**src/rtl/nes_bus_pkg.sv**
```systemverilog
`default_nettype none
// ============================================================================
// Module  : nes_bus_pkg
// Brief   : Shared NES system-bus definitions (DMA states, default register
//           addresses, bus read/write encoding).
// Revision: 1.0 - initial release
// ============================================================================
package nes_bus_pkg;

  typedef enum logic [2:0] {
    ST_IDLE  = 3'd0,
    ST_HALT  = 3'd1,
    ST_ALIGN = 3'd2,
    ST_READ  = 3'd3,
    ST_WRITE = 3'd4
  } dma_state_e;

  localparam logic [15:0] DMA_REG_ADDR_DEFAULT  = 16'h4014;
  localparam logic [15:0] OAM_DATA_ADDR_DEFAULT = 16'h2004;

  localparam logic RW_READ  = 1'b1;
  localparam logic RW_WRITE = 1'b0;

endpackage
`default_nettype wire

```
**src/rtl/oam_dma.sv**
```systemverilog
`default_nettype none
// ============================================================================
// Module  : oam_dma
// Brief   : Sprite DMA; stalls the CPU and copies one 256-byte page to the
//           PPU OAM data port. Macro OAM_DMA_ODD_ALIGN_EN adds the ALIGN
//           cycle so every READ falls on an even tick.
// Revision: 1.0 - initial release
// ============================================================================
module oam_dma
  import nes_bus_pkg::*;
#(
  parameter logic [15:0] DMA_REG_ADDR  = DMA_REG_ADDR_DEFAULT,
  parameter logic [15:0] OAM_DATA_ADDR = OAM_DATA_ADDR_DEFAULT
) (
  input  logic        i_clk,
  input  logic        i_reset_n,
  input  logic        i_clk_en,
  input  logic        i_cpu_rw,
  input  logic [15:0] i_cpu_address,
  input  logic [7:0]  i_cpu_data,
  input  logic [7:0]  i_bus_data,
  output logic        o_cpu_clk_en,
  output logic        o_rw,
  output logic [15:0] o_address,
  output logic [7:0]  o_data,
  output logic        o_busy
);

  dma_state_e state_q, state_d;
  logic [7:0] page_q, page_d;
  logic [7:0] idx_q, idx_d;
  logic [7:0] data_buf_q, data_buf_d;
  logic       align_req;

`ifdef OAM_DMA_ODD_ALIGN_EN
  logic parity_q, parity_d;

  assign parity_d  = parity_q ^ i_clk_en;
  // HALT on an even tick would put READ on an odd one; pad with ALIGN.
  assign align_req = ~parity_q;

  always_ff @(posedge i_clk or negedge i_reset_n) begin
    if (!i_reset_n) parity_q <= 1'b0;
    else            parity_q <= parity_d;
  end
`else
  assign align_req = 1'b0;
`endif

  always_ff @(posedge i_clk or negedge i_reset_n) begin
    if (!i_reset_n) begin
      state_q    <= ST_IDLE;
      page_q     <= 8'h00;
      idx_q      <= 8'h00;
      data_buf_q <= 8'h00;
    end else begin
      state_q    <= state_d;
      page_q     <= page_d;
      idx_q      <= idx_d;
      data_buf_q <= data_buf_d;
    end
  end

  always_comb begin
    state_d      = state_q;
    page_d       = page_q;
    idx_d        = idx_q;
    data_buf_d   = data_buf_q;
    o_rw         = i_cpu_rw;
    o_address    = i_cpu_address;
    o_data       = i_cpu_data;
    o_cpu_clk_en = i_clk_en;
    o_busy       = 1'b0;

    if (state_q != ST_IDLE) begin
      o_cpu_clk_en = 1'b0;
      o_busy       = 1'b1;
      o_data       = data_buf_q;
    end

    case (state_q)
      ST_IDLE: begin
        // The CPU's own register write still goes out on the bus this cycle.
        if (i_clk_en && (i_cpu_rw == RW_WRITE) && (i_cpu_address == DMA_REG_ADDR)) begin
          page_d  = i_cpu_data;
          idx_d   = 8'h00;
          state_d = ST_HALT;
        end
      end
      ST_HALT: begin
        o_rw = RW_READ;
        if (i_clk_en) state_d = align_req ? ST_ALIGN : ST_READ;
      end
      ST_ALIGN: begin
        o_rw = RW_READ;
        if (i_clk_en) state_d = ST_READ;
      end
      ST_READ: begin
        o_rw      = RW_READ;
        o_address = {page_q, idx_q};
        if (i_clk_en) begin
          data_buf_d = i_bus_data;
          state_d    = ST_WRITE;
        end
      end
      ST_WRITE: begin
        o_rw      = RW_WRITE;
        o_address = OAM_DATA_ADDR;
        if (i_clk_en) begin
          if (idx_q == 8'hFF) begin
            state_d = ST_IDLE;
          end else begin
            idx_d   = idx_q + 8'd1;
            state_d = ST_READ;
          end
        end
      end
      default: state_d = ST_IDLE;
    endcase
  end

endmodule
`default_nettype wire

```
**config.mk**
```make
export PLATFORM = sky130hd
export DESIGN_NAME = oam_dma
export DESIGN_NICKNAME = d
export VERILOG_FILES = /design/src/rtl/nes_bus_pkg.sv /design/src/rtl/oam_dma.sv
export SDC_FILE = /design/constraint.sdc
export NUM_CORES = 1
export LEC_CHECK = 0
export CAP_MARGIN = 20
export CORE_AREA = 2 2 64 66
export DETAILED_ROUTE_END_ITERATION = 7
export DIE_AREA = 0 0 66 68
export GPL_TIMING_DRIVEN = 1
export PLACE_DENSITY_LB_ADDON = 0.25
export SYNTH_ARGS = -nofsm -noshare
export SYNTH_HDL_FRONTEND = slang
export SYNTH_SLANG_ARGS = --single-unit
```
**constraint.sdc**
```tcl
create_clock -name i_clk -period 2.03 [get_ports i_clk]
set_input_delay 0.3045 -clock i_clk [delete_from_list [all_inputs] [get_ports i_clk]]
set_output_delay 0.3045 -clock i_clk [all_outputs]
set_load 0.02 [all_outputs]
```
# After elaboration in Yosys (flattened, before gate mapping)
# Index checks and enable logic that the tools add are counted.
[totals]
ff_bits = 27
input_bits = 36
output_inout_bits = 27
elab_cells = 43
[op_classes]
n_addsub = 1
n_eq_ne = 11
mux = 15
n_bitwise = 1
n_reduce_logical = 11
[ops]
columns = ["operator", "count"]
rows = [
  ["2-to-1 mux 8 bit", 4],
  ["case mux 16 bit (2 select lines)", 1],
  ["equality test 16 x 15 -> 1 bit, second input constant", 1],
  ["case mux 8 bit (2 select lines)", 1],
  ["2-to-1 mux 3 bit", 4],
  ["case mux 3 bit (4 select lines)", 1],
  ["adder 8 x 1 -> 8 bit, second input constant", 1],
  ["equality test 8 bit, second input constant", 1],
  ["!= test 2 bit, second input constant", 4],
  ["AND reduction 4 bit", 2],
  ["equality test 3 x 2 -> 1 bit, second input constant", 2],
  ["AND reduction 2 bit", 2],
  ["equality test 3 x 1 -> 1 bit, second input constant", 1],
  ["equality test 3 bit, second input constant", 1],
  ["logical NOT 3 bit", 1],
  ["nonzero test 3 bit", 1],
  ["OR reduction 3 bit", 1],
  ["logical AND 1 bit", 2],
  ["2-to-1 mux 1 bit", 2],
  ["2-to-1 mux 2 bit", 1],
  ["!= test 2 x 1 -> 1 bit, second input constant", 1],
  ["case mux 1 bit (2 select lines)", 1],
  ["nonzero test 2 bit", 1],
  ["OR reduction 2 bit", 1],
  ["inverter 1 bit", 1],
]

# Longest topological paths before layout
# Gate-level depths: netlist (run 1).
[depth]
ltp_word = 5
ltp_mapped = 7
ltp_nobuf = 5

# Worst setup path after synthesis (run 1)
# OpenSTA, ideal clock, no wires.
[synth_timing]
path_type = "register -> output"
from = "register state_q[0]"
to = "output o_address[2]"
arrival_ns = 1.542
required_ns = 1.725
slack_ns = 0.184
stages_incl_launch_ff = 8
n_path_buf = 3
path_cell_list = "dfrtp_1 -> buf_2 -> nand2_1 -> nor2_1 -> buf_2 -> buf_1 -> nor3_1 -> a21oi_1"
[synth_via]
elab_chain_cells = 2
[synth_rtl]
columns = ["item", "line", "text"]
rows = [
  ["start: declaration", "oam_dma.sv:29", "dma_state_e state_q, state_d;"],
  ["start signal: assignment", "oam_dma.sv:57", "state_q <= state_d;"],
  ["equality test 3 bit or equality test 3 x 2 -> 1 bit (tied branches)", "oam_dma.sv:81", "case (state_q)"],
  ["case mux 16 bit (2 select lines) (*)", "oam_dma.sv:81", ""],
  ["end: declaration", "oam_dma.sv:24", "output logic [15:0] o_address,"],
]
# Mark *: on every way between the ends. The rest lies on a longest branch, timed or not.

# Worst setup path after layout (run 1)
[layout_timing]
from = "register state_q[1]"
to = "output o_busy"
[layout_via]
elab_chain_cells = 2
[layout_rtl]
columns = ["item", "line", "text"]
rows = [
  ["nonzero test 3 bit", "oam_dma.sv:75", "if (state_q != ST_IDLE) begin"],
  ["2-to-1 mux 1 bit", "oam_dma.sv:75", ""],
  ["end: declaration", "oam_dma.sv:26", "output logic o_busy"],
]
# Every way passes these cells.

==> results of run 1 <==
final timing paths:
path,startpoint,end,slack (ns),depth (start not counted)
worst max-delay path,state_q[1],o_busy,0.07,5
worst min-delay path,i_reset_n,idx_q[3],0.40,2
worst max register to register,state_q[1],idx_q[5],0.13,7
worst min register to register,data_buf_q[6],data_buf_q[6],0.51,1
max in group asynchronous,i_reset_n,page_q[4],1.36,2
min in group i_clk,data_buf_q[6],data_buf_q[6],0.51,1
critical path, stage by stage (launching register included):
cell	delay [ns]
dfrtp_1	0.43
buf_4	0.16
nor3_4	0.19
buf_6	0.15
inv_2	0.10
dlygate4sd2_1	0.34
Yosys cell counts:
cell	instances	share of area, %
nor2_1	4	0.96
buf_2	5	1.6
nand4b_1	1	0.56
or3_1	1	0.40
o31a_1	2	1.1
and2_1	1	0.40
buf_1	1	0.24
o211ai_1	6	2.9
o221ai_1	1	0.56
inv_1	6	1.4
xnor2_1	1	0.56
nor4bb_1	1	0.64
mux2i_1	1	0.64
clkbuf_1	2	0.48
nor3_1	3	0.96
o21ai_1	1	0.32
mux2_2	16	12
o311ai_0	1	0.56
dfrtp_1	27	43
a21oi_1	3	0.96
a22o_1	14	7.9
nand2_1	34	8.2
nand3_1	6	1.9
nand4_1	1	0.40
inv_2	1	0.24
o21ai_0	8	2.6
nor4b_1	1	0.56
o311ai_2	1	1.0
nor3_4	1	1.0
ha_1	1	0.80
nor4_1	2	0.80
a21bo_2	1	0.64
nor3b_4	1	1.2
xor2_1	1	0.56
or4_1	3	1.4
nand3b_1	1	0.48
where the power goes:
part           leakage, nW  switching (mW)  internal (mW)
Sequential           0.334           0.148          0.712
Combinational        0.828            1.12          0.968
Clock               0.0261           0.184          0.144
Total                 1.19            1.45           1.82
stage by stage:
| step | instances | util (%) | total power [mW] | worst slack [ns] | setup TNS [ns] |
|---|---|---|---|---|---|
| 2_1_floorplan | 161 | - | 1.98 | 0.184 | 0 |
| 3_3_place_gp | 298 | 64.3 | 3.05 | -0.166 | -1.65 |
| 3_5_place_dp | 298 | 64.3 | 3.07 | -0.178 | -1.84 |
| 4_1_cts | 304 | 65.3 | 3.33 | 0.00126 | 0 |
| 5_1_grt | 305 | 64.3 | 3.52 | 0.0000493 | 0 |
| 6_report | 305 | 64.3 | 3.28 | 0.0719 | 0 |
metal layers:
metal	part of all wire (%)	track usage (%)	vias up
li1	-	-	780
met1	44	28.7	745
met2	50	35.5	44
met3	4.2	4.11	7
met4	1.3	4.85	0
met5	0	0	-
cell type report:
cell class | count | area, sq um
Clock buffer | 3 | 41.3
Clock inverter | 1 | 8.76
Fill cell | 356 | 1380
Inverter | 7 | 26.3
Multi-Input combinational cell | 119 | 847
Sequential cell | 27 | 676
Tap cell | 50 | 62.6
Timing Repair Buffer | 98 | 817
state kept, by name, summed over array words and instances (netlist names):
register and cells:
page_q 8, idx_q 8, state_q 3, data_buf_q 8
cell families (layout without fill, tap and decap cells):
group | after synthesis | after routing
AOI/OAI and AO/OA | 38 | 38
xor gates and xnor gates | 2 | 2
adders and majority gates | 1 | 1
buffers and inverters | 15 | 109
DFF | 27 | 27
muxes | 17 | 17
and+or+nand+nor | 61 | 61
repair_timing:
action,CTS,global route
endpoints found under the hold margin,0,0
pin swaps,0,1
cloned,0,0
gates resized for setup,88,21
setup buffers,2,1
setup endpoints to repair,27,21
==> results.yml, run 1 <==
route:
  drtIter0Drc: 75
  wl_mm: 4.47
  drtPass1Iterations: 4
  drcViolationCount: 0
  num_vias: 1576
  routedWlPerCell_microns: 14.6
  vias_per_cell: 5.17
  ant_nets: 0
synthesis:
  syn_area_sq_um: 1560
  synth_cells: 161
  synth_compound_gate_area_share_pct: 18.5
  ys_seq_area_share_pct: 43.3
  yosys-mux-area-fraction_pct: 12.2
  synth_top_family_by_area: "simple AND/OR/NAND/NOR gates"
  synth_cell_types: 36
  synth_warnings: 0
  yosys.area_share.xor_xnor_pct: 1.12
  post_synth_and_or_nand_nor_area_fraction_pct: 20.0
  synth-seq-cells: 27
  yosys.area_share.adder_pct: 0.803
  syn-num-nets: 198
  syn_area_per_cell_sq_um: 9.68
die:
  die_area_sq_um: 4490
  die_h_microns: 68
  io_pins: 63
  core_region_area_sq_um: 3860
  initial_core_util_pct: 40.4
  dieWidth_microns: 66
  rows: 23
setup_path:
  critPathKind: "reg2out"
  arrival_ns: 1.65
  critPathLaunchType: "register"
  worst_setup_path_end_kind: "output port"
  worstPathMaxFanout: 10
  required_ns: 1.73
timing:
  slew_headroom_pct: 75.0
  slew_violations: 0
  period_share_pct: 96.5
  max_clock_freq_ghz: 0.511
  finalCriticalPeriod_ns: 1.96
  worstMarginPinSlew_ns: 0.374
  skew_ns: 0.00186
  hold_viol: 0
  timing.hold.ws_ns: 0.398
  rsz0062_at_grt: "true"
  setup_viol: 0
cts:
  clkSlewWorstSetupHoldPaths_ns: 0.10
  numClockSinks: 27
  cts-root-buf: "clkbuf_8"
  holdBufCountCts: 0
  h-tree-depth: 1
  cts_buffers: 3
  insertion_delay_ns: 0.28
  cts_buffer_depth: 2
  tritoncts: "built"
place:
  dp_hpwl_mm: 3.42
  port_buffers: 62
  gp_congestion: 0.841
  place_area_sq_um: 2480
final_layout:
  final_cell_mix: "clkdlybuf4s50_1, nand2_1, buf_4"
  stdcell_area_sq_um: 2480
  nNetsFinal: 293
  layout_commonest_cell: "clkdlybuf4s50_1"
  area_growth_pct: 59.0
  drive_gt1_share_pct: 34.5
  n_antenna_cell: 0
run:
  maxCapViolCount: 0
power_and_ir_drop:
  p_per_area_nw_per_um2: 1320
  ir_worst_vdd_mv: 0.814
  p_leak_nw: 1.19
outcome:
  status: "completed"
global_routing:
  grt.overflow.total: 0
  grt_max_degree: 28
  track_usage_pct: 21.2
  grt_pass1_wl_mm: 7.26
  grt_antenna_before_repair: 0
  grt_pass1_vias: 1511
min_path:
  min_path_type: "in2async"
No activity file was read; power rests on OpenSTA's default activity.
==> run 2, diff against run 1 <==
PLACE_DENSITY = 0.83   (was default)
PLACE_DENSITY_LB_ADDON = default   (was 0.25)
SLEW_MARGIN = 20   (was default)
==> results.yml, run 2 (synthesis results as in run 1) <==
global_routing:
  grtUsageMet3_pct: 5.10
  met2_usage_pct: 36.9
  globalRouteMet1Util_pct: 26.7
  grt_max_degree: 28
  grt_pass1_vias: 1661
  busiest_layer: "met2"
  track_usage_pct: 22.0
  grt_antenna_before_repair: 0
  grt.overflow.total: 0
  grt_pass1_wl_mm: 7.45
power_and_ir_drop:
  p_per_area_nw_per_um2: 1310
  ir_worst_vdd_mv: 0.872
  p_leak_nw: 1.12
setup_path:
  r2r_slack_ns: 0.17
  cp_num_buf_inv: 4
  arrival_ns: 1.65
  cp.depth: 7
  crit_family: "buffers and inverters"
  crit_start: "state_q[1]"
  critPathLaunchType: "register"
  worstPathMaxFanout: 6
  worst_setup_path_end_kind: "output port"
  reg2reg_depth: 7
  crit_chain: "buf_4 -> nor3_1 -> buf_4 -> buf_12 -> nand2_1 -> nand2_1 -> buf_2"
  worstSetupEndpoint: "o_data[4]"
  crit-reg2reg-capture: "page_q[3]"
  required_ns: 1.73
  cp_slowest_stage_delay_ns: 0.44
  r2r_start: "state_q[1]"
  critPathKind: "reg2out"
  slowest_stage: "dfrtp_1"
timing:
  period_share_pct: 96.5
  timing.hold.ws_ns: 0.385
  fin_setup_tns_ns: 0
  worstMarginPinSlew_ns: 0.461
  slew_headroom_pct: 69.2
  skew_ns: 0.00931
  max_clock_freq_ghz: 0.510
  finalCriticalPeriod_ns: 1.96
  hold_viol: 0
  rsz0062_at_grt: "false"
  slew_violations: 0
  setup_viol: 0
cts:
  cts-root-buf: "clkbuf_8"
  insertion_delay_ns: 0.29
  cts_buffer_depth: 2
  clkSlewWorstSetupHoldPaths_ns: 0.10
  tritoncts: "built"
  numClockSinks: 27
  cts_buffers: 3
  h-tree-depth: 1
min_path:
  min_path_type: "in2async"
die:
  core_region_area_sq_um: 3860
  io_pins: 63
  die_h_microns: 68
  initial_core_util_pct: 40.4
  die_area_sq_um: 4490
  rows: 23
  dieWidth_microns: 66
route:
  wl_mm: 4.42
  num_vias: 1572
  vias_per_cell: 5.40
  routedWlPerCell_microns: 15.2
  drcViolationCount: 0
  drtPass1Iterations: 4
  drtIter0Drc: 41
  ant_nets: 0
place:
  dp_cells: 284
  gp_congestion: 0.794
  port_buffers: 62
  dp_hpwl_mm: 3.38
final_layout:
  area_growth_pct: 50.6
  layout_commonest_cell: "clkdlybuf4s50_1"
  final_cell_mix: "clkdlybuf4s50_1, nand2_1, dfrtp_1"
  drive_gt1_share_pct: 30.7
  nNetsFinal: 279
  reg_top3: "data_buf_q (8), idx_q (8), page_q (8)"
  final_cells: 291
  nFillCells: 332
  n_antenna_cell: 0
  multi_input_area_sq_um: 831
  regArea_sq_um: 676
  utilization_pct: 60.9
run:
  maxCapViolCount: 0
outcome:
  status: "completed"
run 2: worst reg2reg max path: cells and delay by family (launching register included):
kind / cells / cell delay [ns]
buffers and inverters: 4 / 0.60
flip-flops: 1 / 0.44
AND/OR/NAND/NOR: 2 / 0.39
multiplexers: 1 / 0.33
run 2: cell type report:
cell class | count | area share [%]
repair buffers | 84 | 30.0
flip-flops and latches | 27 | 28.8
multi-input cells | 119 | 35.4
well taps | 50 | 2.66
clock buffers | 3 | 1.76
clock inverters | 1 | 0.213
inverters | 7 | 1.23
run 2: report_power, final:
group | internal (mW) | switching (mW) | leakage (nW)
clock network | 0.138 | 0.182 | 0.0255
logic | 0.809 | 1.08 | 0.756
registers | 0.712 | 0.161 | 0.334
total | 1.66 | 1.42 | 1.12
run 2: worst min path at each step:
stage	slack [ns]	end	start
after floorplan	0.009	data_buf_q[0]	i_reset_n
after detailed placement	0.50	data_buf_q[5]	data_buf_q[5]
final	0.39	idx_q[3]	i_reset_n
after CTS	0.39	page_q[2]	i_reset_n
after global routing	0.44	page_q[4]	i_reset_n
after global placement	0.49	data_buf_q[7]	data_buf_q[7]
run 2: stage by stage:
step | cell area (sq um) | power, mW | setup slack, ns
floorplan | 1560 | 1.98 | 0.184
global placement | 2360 | 2.85 | -0.353
detailed placement | 2360 | 2.88 | -0.391
CTS | 2430 | 3.16 | 0.00955
global route | 2350 | 3.29 | 0.000289
finish | 2350 | 3.08 | 0.0708
run 2: per-layer routing:
| metal | vias up | part of all wire [%] |
|---|---|---|
| met2 | 61 | 49 |
| met4 | 0 | 1.9 |
| li1 | 748 | - |
| met3 | 7 | 7.2 |
| met5 | - | 0 |
| met1 | 756 | 41 |
run 2: what timing repair did:
action | in CTS | in global routing
resized for setup | 57 | 37
hold buffers | 0 | 0
buffers inserted | 3 | 0
endpoints found under the setup margin | 27 | 21
pin swaps | 1 | 0
==> RTL edit, RTL diff (config.mk and constraints of run 1) <==
Put a register stage on the output `o_data`, with the module's reset. The value now appears one clock later. The other outputs are not delayed to match.
--- a/src/rtl/oam_dma.sv
+++ b/src/rtl/oam_dma.sv
@@ -25,6 +25,8 @@
   output logic [7:0]  o_data,
   output logic        o_busy
 );
+
+  logic [7:0] o_data_d;
 
   dma_state_e state_q, state_d;
   logic [7:0] page_q, page_d;
@@ -68,14 +70,14 @@
     data_buf_d   = data_buf_q;
     o_rw         = i_cpu_rw;
     o_address    = i_cpu_address;
-    o_data       = i_cpu_data;
+    o_data_d     = i_cpu_data;
     o_cpu_clk_en = i_clk_en;
     o_busy       = 1'b0;
 
     if (state_q != ST_IDLE) begin
       o_cpu_clk_en = 1'b0;
       o_busy       = 1'b1;
-      o_data       = data_buf_q;
+      o_data_d     = data_buf_q;
     end
 
     case (state_q)
@@ -119,6 +121,14 @@
     endcase
   end
 
+  always_ff @(posedge i_clk or negedge i_reset_n) begin
+    if (!i_reset_n) begin
+      o_data <= '0;
+    end else begin
+      o_data <= o_data_d;
+    end
+  end
+
 endmodule
 `default_nettype wire
 
Function: changed (Yosys sat finds a counterexample within 4 cycles, from zero or initial values and one cycle with i_reset_n low).
==> RTL edit against run 1 <==
  * Sequential cell count rose by 8
  * Area after synthesis up 18%
  * Non-clock buffer count fell by 10
  * First-iteration DRC count is 89% higher
  * Via count rose by 8.8%
  * Final area up 9.2%
  * Sequential power grew 30%
  * Setup slack worse by 0.034 ns
  * Critical path depth increased by 1
  * Routed wire length up 18%
  * Global-route usage grew 4.2 points
  * Total power rose by 7.7%
  * Cell count shrank 1.6%
  * Clock skew increased by 0.0054 ns
  * Largest cell class unchanged
==> RTL edit: results (changes against run 1) <==
* Status: finished, final reports clean
* Fmax at 502 MHz (-1.7%)
* Critical-path top delay cell: dfrtp_1
* CTS Buf Count at 5 (+2)
* CTS Root Cell: clkbuf_8
* Placer Congestion at 0.896 (+6.6%)
* Warnings, synthesis at 0 (unchanged)
* Total global-route track usage at 0.254 (+0.0418)
* Antenna Cells at 0 (unchanged)
* Cell variety after synth at 43 (+19%)
* Commonest cells post-synth: dfrtp_1, mux2_2, a22o_1
* Sequential fraction of the synthesis area at 0.476 (+0.0425)
* Non-Clock Buffer Count at 88 (-10%)
* Finished Cell Area at 2710 um2 (+9.2%)
* Worst skew pair latency at 0.29 ns
* Non-CTS inverters at 3 (-4)
* Number of global-route vias before repair at 1737 (+15%)
* Placement Setup Slack at -0.116 ns (+0.0618 ns)
* Mapped Cells at 165 (+2.5%)
* Mean number of vias per cell at 5.72 (+11%)
* Register area at 876 um2 (+30%)
* Setup Skew at 0.00731 ns (+0.00545 ns)
* Crit-path max FO at 5 (-5)
* Area delta synth->final at 47.1%
* Area after DPL at 2610 um2 (+5.5%)
* Fillers at 299 (-16%)
* Worst Reg-to-Reg Cells at 8 (+1)
* Largest net degree at the start of global routing at 36 (+29%)
* Max stage delay on crit path at 0.40 ns (-0.03 ns)
* Drt wl/cell at 17.6 um (+20%)
* Buffer share of cell area at 0.274 (-0.0556)
* Clock buf/inv share at 0.0365 (+0.0163)
* Clk_buf instances at 6 (+3)
* Share of cells above drive strength 1 at 0.356 (+0.0109)
* First-pass GRT wire length at 8.42 mm (+16%)
* Synth top area cells: dfrtp_1, mux2_2, a22o_1, nand3_1, nand2_1
* Worst slew margin at 0.705 (-0.0453)
* Critical path capture point: o_address[0]
* Clk slew on worst S/H paths at 0.07 ns (-0.03 ns)
* VDD IR max at 0.000715 V (-12%)
* Post-Synthesis Net Count at 202 (+2.0%)
* Cell family contributing the most delay on the critical path: simple AND/OR/NAND/NOR gates
* Multi-input gates at 116 (-2.5%)
* Final wirelength at 5.27 mm (+18%)
* CP startpoint: state_q[1]
* Arr. time, crit path at 1.69 ns (+0.04 ns)
* Resized cells post-CTS at 73 (-17%)
* Nets at 286 (-2.4%)
* Area occupied by multi-input gates at 917 um2 (+8.3%)
* Reg-to-Reg End: idx_q[4]
* Minimum hold slack at 0.420 ns (+0.0223 ns)
* Static Leakage at 0.00126 uW (+5.7%)
* Drt first pass iters at 4 (unchanged)
* R2R setup slack at 0.15 ns (+0.02 ns)
* Longest Clk Path Bufs at 2 (unchanged)
* #FFs+latches synth at 35 (+30%)
* H-tree depth at 2 (+1)
* Initial DRC Count at 142 (+89%)
* Post-DP HPWL at 3.85 mm (+12%)
* Worst Hold Class: in -> async
-- RTL edit: cell types whose count changed after synthesis, moves of 4 or more --
cell	change
dfrtp_1	+8
nand2_1	-24
mux2_2	+8
o211ai_1	-4
-- RTL edit: routing by layer --
layer,up-vias,GRT usage,wire length [um]
met5,-,0,0
met4,0,0.0714,74
li1,781,-,-
met1,841,0.293,2030
met2,83,0.472,2800
met3,10,0.0592,371
-- RTL edit: power breakdown --
group / switching [uW] / internal (uW)
sequential: 177 / 939
combinational: 969 / 915
clock: 255 / 277
total: 1400 / 2130
-- RTL edit: cell families (layout without fill, tap and decap cells) --
group,after synthesis,after routing,share of synthesized area
multiplexers,24,24,0.147
adder cells (fa/ha/maj),1,1,0.00680
AO/OA/AOI/OAI,37,37,0.154
flip-flops,35,35,0.476
buffers and inverters,14,99,0.0428
AND/OR/NAND/NOR,54,54,0.173
